File: src/rtl/pipe_stage_skid.sv
// pipe_stage_skid: valid/ready pipeline stage with 2-entry skid buffer; PIPE_STALL_CNT_EN adds stall_cnt
module pipe_stage_skid #(
  parameter int DATA_W = 64,
  parameter int CTRL_W = 2,
  parameter int TAG_W = 11,
  parameter int CNT_W = 16
) (
  input  logic              clk,
  input  logic              reset,
  input  logic              flush,
  input  logic              in_valid,
  output logic              in_ready,
  input  logic [CTRL_W-1:0] in_ctrl,
  input  logic [DATA_W-1:0] in_data,
  input  logic [TAG_W-1:0]  in_tag,
  output logic              out_valid,
  input  logic              out_ready,
  output logic [CTRL_W-1:0] out_ctrl,
  output logic [DATA_W-1:0] out_data,
  output logic [TAG_W-1:0]  out_tag,
  output logic [1:0]        occupancy
`ifdef PIPE_STALL_CNT_EN
  ,
  output logic [CNT_W-1:0]  stall_cnt
`endif
);
  localparam logic [1:0] EMPTY = 2'd0;
  localparam logic [1:0] ONE = 2'd1;
  localparam logic [1:0] TWO = 2'd2;
  logic [1:0] state, next_state;
  logic [CTRL_W-1:0] main_ctrl, skid_ctrl;
  logic [DATA_W-1:0] main_data, skid_data;
  logic [TAG_W-1:0] main_tag, skid_tag;
  logic accept, deliver, load_main, load_skid, pop_skid;
  assign in_ready = state != TWO;
  assign out_valid = state != EMPTY;
  assign occupancy = state;
  assign out_ctrl = out_valid ? main_ctrl : '0;
  assign out_data = main_data;
  assign out_tag = main_tag;
  assign accept = in_valid & in_ready & ~flush;
  assign deliver = out_valid & out_ready;
  // a new entry goes straight to the head unless the head is still waiting to leave
  assign load_main = accept & (~out_valid | deliver);
  assign load_skid = accept & out_valid & ~deliver;
  assign pop_skid = ~flush & (state == TWO) & deliver;
  always_comb begin
    next_state = flush ? EMPTY :
                 load_skid ? TWO :
                 load_main ? ONE :
                 deliver ? ((state == TWO) ? ONE : EMPTY) : state;
  end
  always_ff @(posedge clk or negedge reset) begin
    if (!reset) begin
      state <= EMPTY;
      main_ctrl <= '0;
      main_data <= '0;
      main_tag <= '0;
      skid_ctrl <= '0;
      skid_data <= '0;
      skid_tag <= '0;
    end else begin
      state <= next_state;
      if (flush) begin
        main_ctrl <= '0;
        skid_ctrl <= '0;
      end else begin
        if (load_main) begin
          main_ctrl <= in_ctrl;
          main_data <= in_data;
          main_tag <= in_tag;
        end else if (pop_skid) begin
          main_ctrl <= skid_ctrl;
          main_data <= skid_data;
          main_tag <= skid_tag;
        end
        if (load_skid) begin
          skid_ctrl <= in_ctrl;
          skid_data <= in_data;
          skid_tag <= in_tag;
        end
      end
    end
  end
`ifdef PIPE_STALL_CNT_EN
  always_ff @(posedge clk or negedge reset) begin
    if (!reset) stall_cnt <= '0;
    else if (out_valid & ~out_ready & ~&stall_cnt) stall_cnt <= stall_cnt + 1'b1;
  end
`endif
endmodule
File: config.mk
export PLATFORM = sky130hd
export DESIGN_NAME = pipe_stage_skid
export DESIGN_NICKNAME = d
export VERILOG_FILES = /design/src/rtl/pipe_stage_skid.sv
export SDC_FILE = /design/constraint.sdc
export NUM_CORES = 1
export LEC_CHECK = 0
export ABC_AREA = 1
export CORE_ASPECT_RATIO = 1.25
export CORE_MARGIN = 3
export CORE_UTILIZATION = 45
export DETAILED_ROUTE_END_ITERATION = 10
export PLACE_DENSITY = 0.72
export SYNTH_ARGS = -nofsm -noshare
export SYNTH_HDL_FRONTEND = slang
export SYNTH_SLANG_ARGS = --single-unit
File: constraint.sdc
create_clock -name clk -period 1.95 [get_ports clk]
set_clock_uncertainty 0.1 [all_clocks]
set_input_delay 0.585 -clock clk [delete_from_list [all_inputs] [get_ports clk]]
set_output_delay 0.585 -clock clk [all_outputs]
set_load 0.02 [all_outputs]
; Yosys cells after proc, flatten, opt, wreduce, memory -nomap -nowiden
; Cells that the tools add are included.
[word_totals]
reg_bits = 156
in_bits = 82
output_inout_bits = 81
wordCells = 43
[classes]
n_eq_ne = 2
muxes = 15
bitwise = 12
reduce_logical = 7
[op_table]
columns = cell, count
row1 = 64-bit 2-to-1 mux, 2
row2 = 11-bit 2-to-1 mux, 2
row3 = 2-bit 2-to-1 mux, 10
row4 = 1-bit bitwise AND, 8
row5 = 2-bit nonzero test, 3
row6 = 2-bit AND reduction, 2
row7 = 4-bit nonzero test, 1
row8 = 1-bit inverter, 3
row9 = 3-bit nonzero test, 1
row10 = "2-bit equality test, second input constant", 1
row11 = "2-bit inequality test, second input constant", 1
row12 = 1-bit 2-to-1 mux, 1
row13 = 1-bit bitwise OR, 1

; Depth between registers and ports, before layout
[logic_depth]
word_depth = 7
ltp_mapped = 10
ltp_nobuf = 8

; Worst setup path after synthesis
; Ideal clock, no wire load.
[synth_path]
path_type = input -> register
start = input port flush
end = register main_data[28] (netlist: out_data[28])
setup_ns = 0.118
t_arrival_ns = 1.532
required_time_ns = 1.732
path_slack_ns = 0.200
path_stages = 9
n_path_buf = 3
path_cell_list = inv_2 nand2_2 nor2_4 nand2_2 buf_4 buf_6 buf_6 nand3_2 nand2_1
[synth_between]
elab_chain_cells = 5
elab_cells_between_ends = 8
classes_between = mux: 1 / bitwise: 5 / reduce/logical: 2
[synth_rtl]
columns = item, line_no
row1 = start: declaration, 10  ; input logic flush,
row2 = 1-bit inverter (no source line) *, --
row3 = 1-bit bitwise AND (on tied branches), "41, 46"
row4 = 1-bit bitwise AND (on tied branches), "44, 46"
row5 = 2-bit nonzero test (no source line), --
row6 = 2-bit AND reduction (no source line), --
row7 = end signal: assignment, 70  ; main_data <= in_data;
row8 = end signal: assignment, 74  ; main_data <= skid_data;
row9 = end: declaration, 32  ; logic [DATA_W-1:0] main_data, skid_data;
; Mark *: on every way between the ends. The rest lies on a longest branch, timed or not.
; A chain may end at the register's enable or synchronous reset.

; Final worst setup path
[layout_path]
start = register state[1] (netlist: occupancy[1])
end = output port out_valid
[layout_between]
elab_chain_cells = 1
[layout_rtl]
columns = item, line_no
row1 = start: declaration, 30  ; logic [1:0] state, next_state;
row2 = start signal: assignment, 63  ; state <= next_state;
row3 = 2-bit nonzero test, 36  ; assign out_valid = state != EMPTY;
row4 = end: declaration, 16  ; output logic out_valid,
; Every way passes these cells.

==> impl_metrics.csv <==
group,metric,value,unit
power,switching_share,34.2,%
yosys,ys_ff_latch,156,
grt,gr-usage-all-layers,21.5,%
yosys,yosysWarnings,0,
clock_tree,cts_tree,"yes",
detailed_routing,drc_errors,0,
placed_design,dpl.hpwl,12.5,mm
timing,finalCritPeriodShare,97.3,%
yosys,ys_seq_area_share,52.6,%
yosys,synthArstFlopShare,100,%
placed_design,io_buffers,162,
grt,antenna_found_initial,0,
layout,fin_area,9950,sq um
power,powerDensity,1170,nW/um^2
clock_tree,path_clk_slew,50,ps
die,core_region_area,15900,sq um
timing,holdWs,382,ps
die,rows,51,
detailed_routing,viasPerCell,5.01,
clock_tree,clockBufferDepth,2,
clock_tree,clockRootBuffer,"clkbuf_16",
outcome,status,"complete, no violations",
power,p_sw,3.99,mW
yosys,avgSynthCellArea,7.91,sq um
detailed_routing,wl,18.8,mm
power,ir_drop,0.000729,V
timing,max_freq,527,MHz
die,ios,163,
clock_tree,cts.sinks,156,
layout,insertedDiodeCount,0,
placed_design,dpl_cell_area,9480,sq um
die,start_util,46.7,%
grt,grt_overflow,0,
timing,finalMaxSlewViolations,0,
setup_path,r2r_setup_slack,100,ps
detailed_routing,firstDrtPassIters,7,
die,die_h,150,um
detailed_routing,drtAntennaViolNets,0,
timing,worst_pin_slew,338,ps
grt,grt_pass1_wl,31.1,mm
setup_path,cp-startpoint,"occupancy[1]$_DFFE_PN0P_",
yosys,synth_edf_count,0,
clock_tree,worstSkewPairLatency,420,ps
setup_path,worst_setup_path_end_kind,"output pin",
run,drv_cap,0,
timing,post-route-min-period,1900,ps
setup_path,reg2reg_depth,8,
yosys,yosysMostFrequentCell,"nand2_1",
detailed_routing,drtIter0Drc,505,
yosys,synth_area_leaders,"dfrtp_1 53%, nand3_1 15%, nand2_1 12%",
setup_path,start_kind,"register",
setup_path,cp.required,1260,ps
setup_path,r2r-start,"occupancy[0]$_DFFE_PN0P_",
die,die-area,18100,sq um
layout,syn_to_final_growth,34.0,%
power,leakagePower,5.48,nW
timing,hold_viol,0,
min_path,hold_path_class,"reg -> reg",
yosys,syn_inst,939,
die,dieWidth,121,um
setup_path,path_class,"reg -> out",
power,internal-power,7.66,mW
yosys,syn_nets,1021,
yosys,synth_top_area_share,52.6,%
setup_path,worstPathArrival,1210,ps
yosys,ys.flop_type,"dfrtp_1",
power,p_seq_share,42.3,%
grt,grt_start_max_net_pins,64,
yosys,yosys.area.top_type,"dfrtp_1",
timing,rsz0062_at_grt,"true",
clock_tree,cts_buffers,17,
setup_path,endpoint,"out_valid",
layout,drive_above_1_share,8.76,%
detailed_routing,vias,6602,
timing,setup_viol,0,
layout,nFillCells,1388,
yosys,synth_commonest_cells,"238 x nand2_1, 221 x nand3_1, 156 x dfrtp_1, 153 x inv_1, 76 x o21ai_0",
timing,max-slew-margin-rel,77.5,%
yosys,synth_cell_types,18,
power,pwr-share-clk,26.1,%
setup_path,r2r-end,"out_tag[0]$_DFFE_PN0P_",
detailed_routing,wl_per_cell,14.2,um
power,pwr-share-comb,31.6,%
grt,grt_pass1_vias,6205,
layout,fin_nets,1178,
clock_tree,cts_max_level,4,
placed_design,globalplace.congestion,0.782,
setup_path,path_max_fanout,4,
yosys,syn_area,7420,sq um
worst min-delay path by stage:
stage | slack (ps) | end | cells past startpoint | start
after global placement | 370 | skid_data[8]$_DFFE_PN0P_ | 2 | skid_data[8]$_DFFE_PN0P_
final | 380 | skid_tag[0]$_DFFE_PN0P_ | 2 | skid_tag[0]$_DFFE_PN0P_
after detailed placement | 370 | skid_data[38]$_DFFE_PN0P_ | 2 | skid_data[38]$_DFFE_PN0P_
after global routing | 400 | skid_data[8]$_DFFE_PN0P_ | 2 | skid_data[8]$_DFFE_PN0P_
after CTS | 390 | skid_data[38]$_DFFE_PN0P_ | 2 | skid_data[38]$_DFFE_PN0P_
after floorplan | 190 | main_ctrl[0]$_DFFE_PN0P_ | 0 | reset
sequential cells by signal (all words and copies together), names as in the netlist:
signal	cells
skid_ctrl	2
out_data	64
occupancy	2
skid_data	64
skid_tag	11
main_ctrl	2
out_tag	11
layout by cell type, fill, tap and decap left out, types with 2 or more instances in the layout:
master | netlist | routed
nand2_1 | 238 | 238
nand3_1 | 221 | 221
dfrtp_1 | 156 | 156
inv_1 | 153 | 153
clkdlybuf4s50_1 | 0 | 80
o21ai_0 | 76 | 76
dlygate4sd2_1 | 0 | 76
buf_4 | 7 | 22
clkbuf_16 | 0 | 17
buf_12 | 0 | 16
nand3_2 | 11 | 10
clkinv_2 | 0 | 5
buf_2 | 22 | 4
inv_2 | 4 | 3
nand2_4 | 0 | 3
nor2_1 | 4 | 3
nand2_2 | 6 | 3
clkbuf_1 | 26 | 3
buf_6 | 7 | 3
nor2_2 | 1 | 2
nand4_1 | 2 | 2
clkbuf_8 | 0 | 2
clkinvlp_4 | 0 | 2
power by group through the flow:
| stage | registers [mW] | logic, mW | clock network [mW] |
|---|---|---|---|
| floorplan | 5.54 | 1.63 | 0 |
| global route | 5.06 | 4.12 | 3.26 |
| global placement | 4.97 | 4.00 | 0 |
| finish | 4.93 | 3.68 | 3.04 |
| CTS | 4.93 | 3.73 | 3.09 |
| detailed placement | 4.98 | 4.09 | 0 |
routing by layer:
metal	global-route usage (%)	part of all wire, %
met1	28.2	42
met2	35.4	50
met3	4.50	5.7
met4	7.26	1.9
met5	0	0
repair_timing:
item,CTS,global route
buffers inserted,2,0
resized for setup,100,4
endpoints found under the setup margin,81,4
hold endpoints to repair,28,0
hold buffers,1,0
stage by stage:
step	util (%)	total power [mW]	worst slack [ps]	setup TNS, ps	cells
after CTS	62.5	11.8	11.9	0	1319
after detailed placement	59.6	9.07	-282	-36880	1286
after global placement	59.6	8.97	-223	-29610	1286
after floorplan	-	7.17	200	0	939
final	62.6	11.6	52.2	0	1319
after global routing	62.6	12.4	-4.47	-11.9	1319
logic make-up after synthesis:
group	share of synthesized area (%)
and+or+nand+nor	29.5
buffers and inverters	12.7
DFF	52.6
AOI/OAI and AO/OA	5.22
worst max-delay path, cell delays in order (launching register included):
cell and delay, ps:
dfrtp_1 420, buf_6 140, inv_6 50, nand2_4 50, buf_6 130
cell type report:
cell class,instances,area (sq um),area share [%]
clock buffers,22,464,4.67
clock inverters,8,70.1,0.704
inverters,157,594,5.98
flip-flops and latches,156,3900,39.3
multi-input cells,561,2610,26.2
repair buffers,203,2040,20.5
well taps,212,265,2.67
Power figures use the tool's default switching activity.
